### src/rtl/i2_group_arbiter.sv
// Round-robin group arbiter: scans one request group per cycle and
// issues a single grant at a time over a valid/ready handshake.
module i2_group_arbiter #(
   parameter int NUM_GRP = 8,
   parameter int GRP_W   = 32,
   parameter int CNT_W   = 16
) (
   input  logic                         clk,
   input  logic                         rst_n,
   input  logic                         en,
   input  logic [NUM_GRP*GRP_W-1:0]     req_vec,
   input  logic                         gnt_ready,
   output logic                         gnt_valid,
   output logic [$clog2(NUM_GRP)-1:0]   gnt_idx,
   output logic [NUM_GRP-1:0]           gnt_onehot,
   output logic                         any_req,
   output logic                         sweep_empty,
   output logic [CNT_W-1:0]             gnt_cnt
);

   localparam int IDX_W = $clog2(NUM_GRP);
   localparam logic [IDX_W-1:0] LAST = IDX_W'(NUM_GRP - 1);

   typedef enum logic [1:0] {
      IDLE,
      SCAN,
      GRANT
   } state_t;

   state_t             state_q, state_d;
   logic [IDX_W-1:0]   ptr_q, ptr_d;
   logic [IDX_W-1:0]   scan_q, scan_d;
   logic [IDX_W-1:0]   idx_q, idx_d;
   logic               vld_q, vld_d;
   logic               swp_q, swp_d;
   logic               any_q;
   logic [CNT_W-1:0]   cnt_q, cnt_d;
   logic [NUM_GRP-1:0] grp_hit;
   logic               hit;

   function automatic logic [IDX_W-1:0] nxt(input logic [IDX_W-1:0] p);
      return (p == LAST) ? '0 : p + 1'b1;
   endfunction

   always_comb begin
      grp_hit = '0;
      for (int g = 0; g < NUM_GRP; g++) begin
         grp_hit[g] = |req_vec[g*GRP_W +: GRP_W];
      end
   end

   assign hit = grp_hit[ptr_q];

   always_comb begin
      state_d = state_q;
      ptr_d   = ptr_q;
      scan_d  = scan_q;
      idx_d   = idx_q;
      vld_d   = vld_q;
      swp_d   = 1'b0;
      cnt_d   = cnt_q;
      unique case (state_q)
         IDLE: begin
            if (en) begin
               state_d = SCAN;
               scan_d  = '0;
            end
         end
         SCAN: begin
            // a hit wins even when en has just dropped
            if (hit) begin
               idx_d   = ptr_q;
               vld_d   = 1'b1;
               state_d = GRANT;
            end else begin
               ptr_d = nxt(ptr_q);
               if (scan_q == LAST) begin
                  swp_d  = 1'b1;
                  scan_d = '0;
               end else begin
                  scan_d = scan_q + 1'b1;
               end
               if (!en) state_d = IDLE;
            end
         end
         GRANT: begin
            if (gnt_ready) begin
               vld_d   = 1'b0;
               ptr_d   = nxt(idx_q);
               scan_d  = '0;
               if (cnt_q != '1) cnt_d = cnt_q + 1'b1;
               state_d = en ? SCAN : IDLE;
            end
         end
         default: state_d = IDLE;
      endcase
   end

   always_ff @(posedge clk) begin
      if (!rst_n) begin
         state_q <= IDLE;
         ptr_q   <= '0;
         scan_q  <= '0;
         idx_q   <= '0;
         vld_q   <= 1'b0;
         swp_q   <= 1'b0;
         any_q   <= 1'b0;
         cnt_q   <= '0;
      end else begin
         state_q <= state_d;
         ptr_q   <= ptr_d;
         scan_q  <= scan_d;
         idx_q   <= idx_d;
         vld_q   <= vld_d;
         swp_q   <= swp_d;
         any_q   <= |req_vec;
         cnt_q   <= cnt_d;
      end
   end

   assign gnt_valid   = vld_q;
   assign gnt_idx     = idx_q;
   assign gnt_onehot  = vld_q ? (NUM_GRP'(1) << idx_q) : '0;
   assign any_req     = any_q;
   assign sweep_empty = swp_q;
   assign gnt_cnt     = cnt_q;

endmodule

### config.mk
export PLATFORM = sky130hd
export DESIGN_NAME = i2_group_arbiter
export DESIGN_NICKNAME = d
export VERILOG_FILES = /design/src/rtl/i2_group_arbiter.sv
export SDC_FILE = /design/constraint.sdc
export NUM_CORES = 1
export LEC_CHECK = 0
export CELL_PAD_IN_SITES_DETAIL_PLACEMENT = 0
export CELL_PAD_IN_SITES_GLOBAL_PLACEMENT = 1
export CORE_MARGIN = 2
export CORE_UTILIZATION = 16
export DETAILED_ROUTE_END_ITERATION = 12
export PLACE_DENSITY = 0.94
export SYNTH_ARGS = -nofsm -noshare
export SYNTH_HDL_FRONTEND = slang
export SYNTH_SLANG_ARGS = --single-unit
### constraint.sdc
create_clock -name clk -period 3.7 [get_ports clk]
set_clock_uncertainty 0.15 [all_clocks]
set_input_delay 0.37 -clock clk [delete_from_list [all_inputs] [get_ports clk]]
set_output_delay 0.37 -clock clk [all_outputs]
set_load 0.02 [all_outputs]
==> flow_summary.json, run 1 <==
{
  "status": "completed",
  "antenna_found_initial": 1,
  "grt_max_degree": 20,
  "syn_area_sq_um": 2150,
  "grt_pass1_wl_microns": 18300,
  "critPathMaxFanout": 5,
  "cts_buffers": 5,
  "grt-ovfl-total": 0,
  "clk_pin_slew_ns": 0.05,
  "timing.final.max_slew_violations": 0,
  "yosysMostFrequentCell": "nor4_1",
  "p_leak_nw": 1.87,
  "cts.htree.levels": 2,
  "die_h_microns": 120,
  "drc": 0,
  "fmax_ghz": 0.359,
  "worst_slack_ns": 0.915,
  "dieArea_sq_um": 14400,
  "post-route-min-period_ns": 2.78,
  "hold_viol_final": 0,
  "netlist.area_leader.share_pct": 27.9,
  "finalSetupViolCount": 0,
  "drive_above_1_share_pct": 2.12,
  "startpoint": "req_vec[33]",
  "area_growth_pct": 151,
  "maxSlewHeadroom_pct": 63.1,
  "avgRoutedWirePerCell_microns": 16.2,
  "first_pass_iters": 4,
  "start_kind": "input pin",
  "fp.dieW_microns": 120,
  "worstSetupPathType": "in -> reg",
  "critPathRequiredTime_ns": 3.69,
  "setup-tns-final_ns": 0,
  "yosysUniqueCellTypes": 33,
  "fin_crit_sh_pct": 75.3,
  "cts-hold-fix-buffers": 0,
  "synth-main-ff-cell": "dfxtp_1",
  "port_buffers": 289,
  "end_kind": "flip-flop",
  "synth.top_cells.by_count": "nor4_1 (68), dfxtp_1 (30), nand4_1 (21)",
  "peakVddDrop_uv": 179,
  "async_flop_share_pct": 0,
  "power_density_nw_per_um2": 199,
  "nFillCells": 1331,
  "worstPathArrival_ns": 2.78,
  "synth_area_leader_cell": "dfxtp_1",
  "dp.final_hpwl_microns": 10700,
  "netlist_top_cells_area": "dfxtp_1 (28%), nor4_1 (20%), ha_1 (6.4%)",
  "avgSynthCellArea_sq_um": 7.94,
  "io_pins": 290,
  "ys_ff_latch": 30,
  "vias": 3362,
  "tightestPinTransition_ns": 0.551,
  "clockBufferDepth": 2,
  "seqCellArea_sq_um": 601,
  "start_util_pct": 16.3,
  "place_congestion": 0.937,
  "yosysWarningCount": 0,
  "cts_tree": "yes",
  "via_per_inst": 4.54,
  "multi_input_area_sq_um": 1500,
  "row_count": 42,
  "r2r-start": "gnt_cnt[7]$_SDFFE_PN0P_",
  "netlist_instances": 271,
  "synth_fp_nets": 542,
  "antenna_cells": 0,
  "worstHoldPathType": "reg -> reg",
  "cts_resized": 0,
  "nNetsFinal": 835,
  "synth-edff-count": 0,
  "post-cts-setup-buffers": 0,
  "stdcell_area_sq_um": 5410,
  "clkLatencyLatePin_ns": 0.27,
  "clockRootBuffer": "clkbuf_16",
  "drtIter0Drc": 75,
  "cts_sinks": 30,
  "power.total_w": 0.00107,
  "rsz0062_at_grt": "no",
  "dpl-instance-area_sq_um": 5260,
  "hp-start": "scan_q[1]$_SDFFE_PN0P_",
  "wl_microns": 12000,
  "antenna_left": 0,
  "coreArea_sq_um": 13200,
  "grtUsageTotal_pct": 16.0,
  "place_ws_ns": 0.691,
  "grt_pass1_vias": 3600,
  "ys_seq_area_share_pct": 27.9,
  "max_cap_violations": 0
}
## state kept, by name (all words and copies together), names as in the netlist
register,count
ptr_q,3
sweep_empty,1
gnt_cnt,16
state_q,2
gnt_valid,1
scan_q,3
any_req,1
gnt_idx,3
## report_power, final
group,switching [W],internal [W]
logic,0.0000775,0.000264
clock network,0.000131,0.000266
registers,0.00000704,0.000328
## worst max-delay path, cell delays in order
cell and delay, ns:
clkdlybuf4s50_1 0.40, nor4_1 0.50, nand4_1 0.32, o2111ai_1 0.27
nand4_1 0.16, o21ai_1 0.45, mux2i_1 0.25, nor2_1 0.06
## worst paths after layout
path                                                end  slack [ns]  depth (start not counted)
worst max-delay path            gnt_idx[0]$_SDFFE_PN0P_        0.92                          8
worst max register to register  gnt_cnt[8]$_SDFFE_PN0P_        1.47                          7
worst min-delay path             scan_q[1]$_SDFFE_PN0P_        0.32                          2
worst min register to register   scan_q[1]$_SDFFE_PN0P_        0.32                          2
## cell type report
type | count | area share [%]
Clock buffer | 7 | 2.64
Sequential cell | 30 | 11.1
Multi-Input combinational cell | 228 | 27.8
Inverter | 9 | 0.625
Timing Repair Buffer | 290 | 53.7
Clock inverter | 1 | 0.0926
Tap cell | 176 | 4.07
## through the flow
| step | utilization [%] | hold WS [ns] | std cells |
|---|---|---|---|
| 2_1_floorplan | - | 0.292 | 271 |
| 3_3_place_gp | 39.9 | 0.299 | 733 |
| 3_5_place_dp | 39.9 | 0.315 | 733 |
| 4_1_cts | 41.0 | 0.323 | 741 |
| 5_1_grt | 41.0 | 0.340 | 741 |
| 6_report | 41.0 | 0.322 | 741 |
## kinds of logic after synthesis
| kind of cell | after synthesis | share of synthesized area (%) |
|---|---|---|
| DFF | 30 | 27.9 |
| xor gates and xnor gates | 11 | 4.48 |
| muxes | 10 | 4.65 |
| adders and majority gates | 11 | 6.40 |
| AOI/OAI and AO/OA | 30 | 9.13 |
| and+or+nand+nor | 166 | 45.2 |
| buffers and inverters | 13 | 2.27 |
## cells in the final DEF (no fill, tap or decap), drive strengths merged, types with 5 or more instances in the layout
| master | count |
|---|---|
| and2 | 9 |
| nand2 | 15 |
| clkdlybuf4s50 | 289 |
| nand3 | 7 |
| nor4 | 68 |
| nand4 | 22 |
| inv | 8 |
| clkbuf | 7 |
| mux2i | 10 |
| nand2b | 5 |
| nor3 | 5 |
| a21oi | 10 |
| or3 | 5 |
| o21ai | 12 |
| nor2 | 18 |
| xnor2 | 7 |
| ha | 11 |
| dfxtp | 30 |
## per-layer routing
layer | share of wire, % | GRT usage [%] | vias up
li1 | - | - | 1667
met3 | 11 | 5.85 | 21
met2 | 49 | 30.1 | 185
met1 | 39 | 16.6 | 1489
met4 | 1.8 | 3.90 | 0
met5 | 0 | 0 | -
(Power assumes the default switching activity.)
==> inputs of run 2 (changes only) <==
--- a/config.mk
+++ b/config.mk
@@ -8,9 +8,9 @@
 export CELL_PAD_IN_SITES_DETAIL_PLACEMENT = 0
 export CELL_PAD_IN_SITES_GLOBAL_PLACEMENT = 1
 export CORE_MARGIN = 2
-export CORE_UTILIZATION = 16
+export CORE_UTILIZATION = 15
 export DETAILED_ROUTE_END_ITERATION = 12
-export PLACE_DENSITY = 0.94
+export PLACE_DENSITY = 0.89
 export SYNTH_ARGS = -nofsm -noshare
 export SYNTH_HDL_FRONTEND = slang
 export SYNTH_SLANG_ARGS = --single-unit
==> constraint.sdc (replaced) <==
create_clock -name clk -period 2.9 [get_ports clk]
set_clock_uncertainty 0.15 [all_clocks]
set_input_delay 0.29 -clock clk [delete_from_list [all_inputs] [get_ports clk]]
set_output_delay 0.29 -clock clk [all_outputs]
set_load 0.02 [all_outputs]
==> run 2 against run 1 <==
  * Cell count rose by 0.81%
  * Routed wire length up 2.9%
  * Sequential share of layout area is essentially flat
  * Via count up 1.0%
  * Total power grew 29%
  * Global-route usage down 0.56 points
  * Highest routed layer is now met5
  * Non-clock buffer count grew 2
  * Critical path type unchanged
  * Utilization decreased by 2.0 points
  * Largest power group unchanged
  * Critical path depth is 1 higher
  * Sequential cell count is the same
  * Clock power is 30% higher
  * Sequential power rose by 28%
==> flow_summary.json, run 2 (same netlist as run 1, synthesis figures left out) <==
{
  "first_pass_iters": 4,
  "finalSetupViolCount": 0,
  "avgRoutedWirePerCell_microns": 16.5,
  "io_pins": 290,
  "grtUsageTotal_pct": 15.4,
  "power.total_w": 0.00138,
  "final_cell_mix": "clkdlybuf4s50_1 (289), nor4_1 (68), dfxtp_1 (30)",
  "grt_pass1_vias": 3668,
  "end_kind": "flip-flop",
  "dp.final_hpwl_microns": 11100,
  "coreArea_sq_um": 13900,
  "critPathRequiredTime_ns": 2.91,
  "cts-hold-fix-buffers": 0,
  "worstPathArrival_ns": 2.36,
  "grt_max_degree": 19,
  "antenna_cells": 0,
  "maxSlewHeadroom_pct": 65.3,
  "setup-tns-final_ns": 0,
  "via_per_inst": 4.55,
  "place_inst": 739,
  "area_growth_pct": 152,
  "peakVddDrop_uv": 275,
  "p_leak_nw": 1.88,
  "grt-ovfl-total": 0,
  "worstHoldPathType": "reg -> reg",
  "fmax_ghz": 0.426,
  "dieArea_sq_um": 15300,
  "start_util_pct": 15.4,
  "post-route-min-period_ns": 2.35,
  "timing.final.max_slew_violations": 0,
  "row_count": 43,
  "power_density_nw_per_um2": 255,
  "drive_above_1_share_pct": 2.47,
  "post-cts-setup-buffers": 0,
  "clockBufferDepth": 2,
  "stdcell_area_sq_um": 5430,
  "cts_tree": "yes",
  "cts_sinks": 30,
  "cts.htree.levels": 2,
  "vias": 3397,
  "rsz0062_at_grt": "no",
  "fin_util_pct": 38.9,
  "tightestPinTransition_ns": 0.519,
  "max_cap_violations": 0,
  "clk_pin_slew_ns": 0.05,
  "worstSetupPathType": "in -> reg",
  "drtIter0Drc": 96,
  "place_congestion": 0.990,
  "status": "completed",
  "clkLatencyLatePin_ns": 0.27,
  "clockRootBuffer": "clkbuf_16",
  "fin_crit_sh_pct": 81.0,
  "antenna_found_initial": 2,
  "cts_buffers": 5,
  "wl_microns": 12300,
  "start_kind": "input pin",
  "cts_resized": 0,
  "dpl-instance-area_sq_um": 5280,
  "nNetsFinal": 837,
  "critPathMaxFanout": 5,
  "port_buffers": 289,
  "largest_reg_flops": 16,
  "finalNonFillerCells": 747,
  "drc": 0,
  "fp.dieW_microns": 124,
  "final_common_cell": "clkdlybuf4s50_1",
  "die_h_microns": 124,
  "antenna_left": 0,
  "grt_pass1_wl_microns": 18000,
  "hold_viol_final": 0
}
==> run 2: area by class of cell <==
cell class	count	area, sq um
Sequential cell	30	601
Tap cell	180	225
Clock buffer	7	143
Clock inverter	1	5.00
Multi-Input combinational cell	228	1500
Inverter	9	33.8
Fill cell	1406	8510
Timing Repair Buffer	292	2920
==> run 2: critical path: stages <==
cell and delay, ns:
clkdlybuf4s50_1 0.40, nor4_1 0.49, nand4_1 0.22, o2111ai_1 0.23, nand4_1 0.16, o21ai_1 0.16
buf_4 0.17, mux2i_1 0.20, nor2_1 0.05
==> run 2: worst paths after layout <==
| path | depth (start not counted) | slack (ns) | start | endpoint |
|---|---|---|---|---|
| worst max register to register | 7 | 0.68 | gnt_cnt[7]$_SDFFE_PN0P_ | gnt_cnt[8]$_SDFFE_PN0P_ |
| worst max-delay path | 9 | 0.55 | req_vec[105] | gnt_idx[1]$_SDFFE_PN0P_ |
| worst min-delay path | 2 | 0.34 | scan_q[1]$_SDFFE_PN0P_ | scan_q[1]$_SDFFE_PN0P_ |
| worst min register to register | 2 | 0.34 | scan_q[1]$_SDFFE_PN0P_ | scan_q[1]$_SDFFE_PN0P_ |
==> run 2: metrics by stage <==
stage	hold slack, ns	setup WS (ns)
after floorplan	0.256	0.708
after global placement	0.297	0.101
after detailed placement	0.332	0.127
after CTS	0.342	0.397
after global routing	0.363	0.306
final	0.344	0.551
==> run 2: routing by layer <==
metal	GRT usage [%]	up-vias	wire length (microns)
li1	-	1663	-
met1	15.0	1511	4430
met2	29.5	191	6040
met3	5.86	28	1550
met4	5.18	4	294
met5	0	-	26
==> run 2: report_power, final <==
group,switching (W),leakage (nW),internal (W)
Sequential,0.00000932,0.243,0.000419
Combinational,0.0000997,1.56,0.000339
Clock,0.000177,0.0739,0.000340
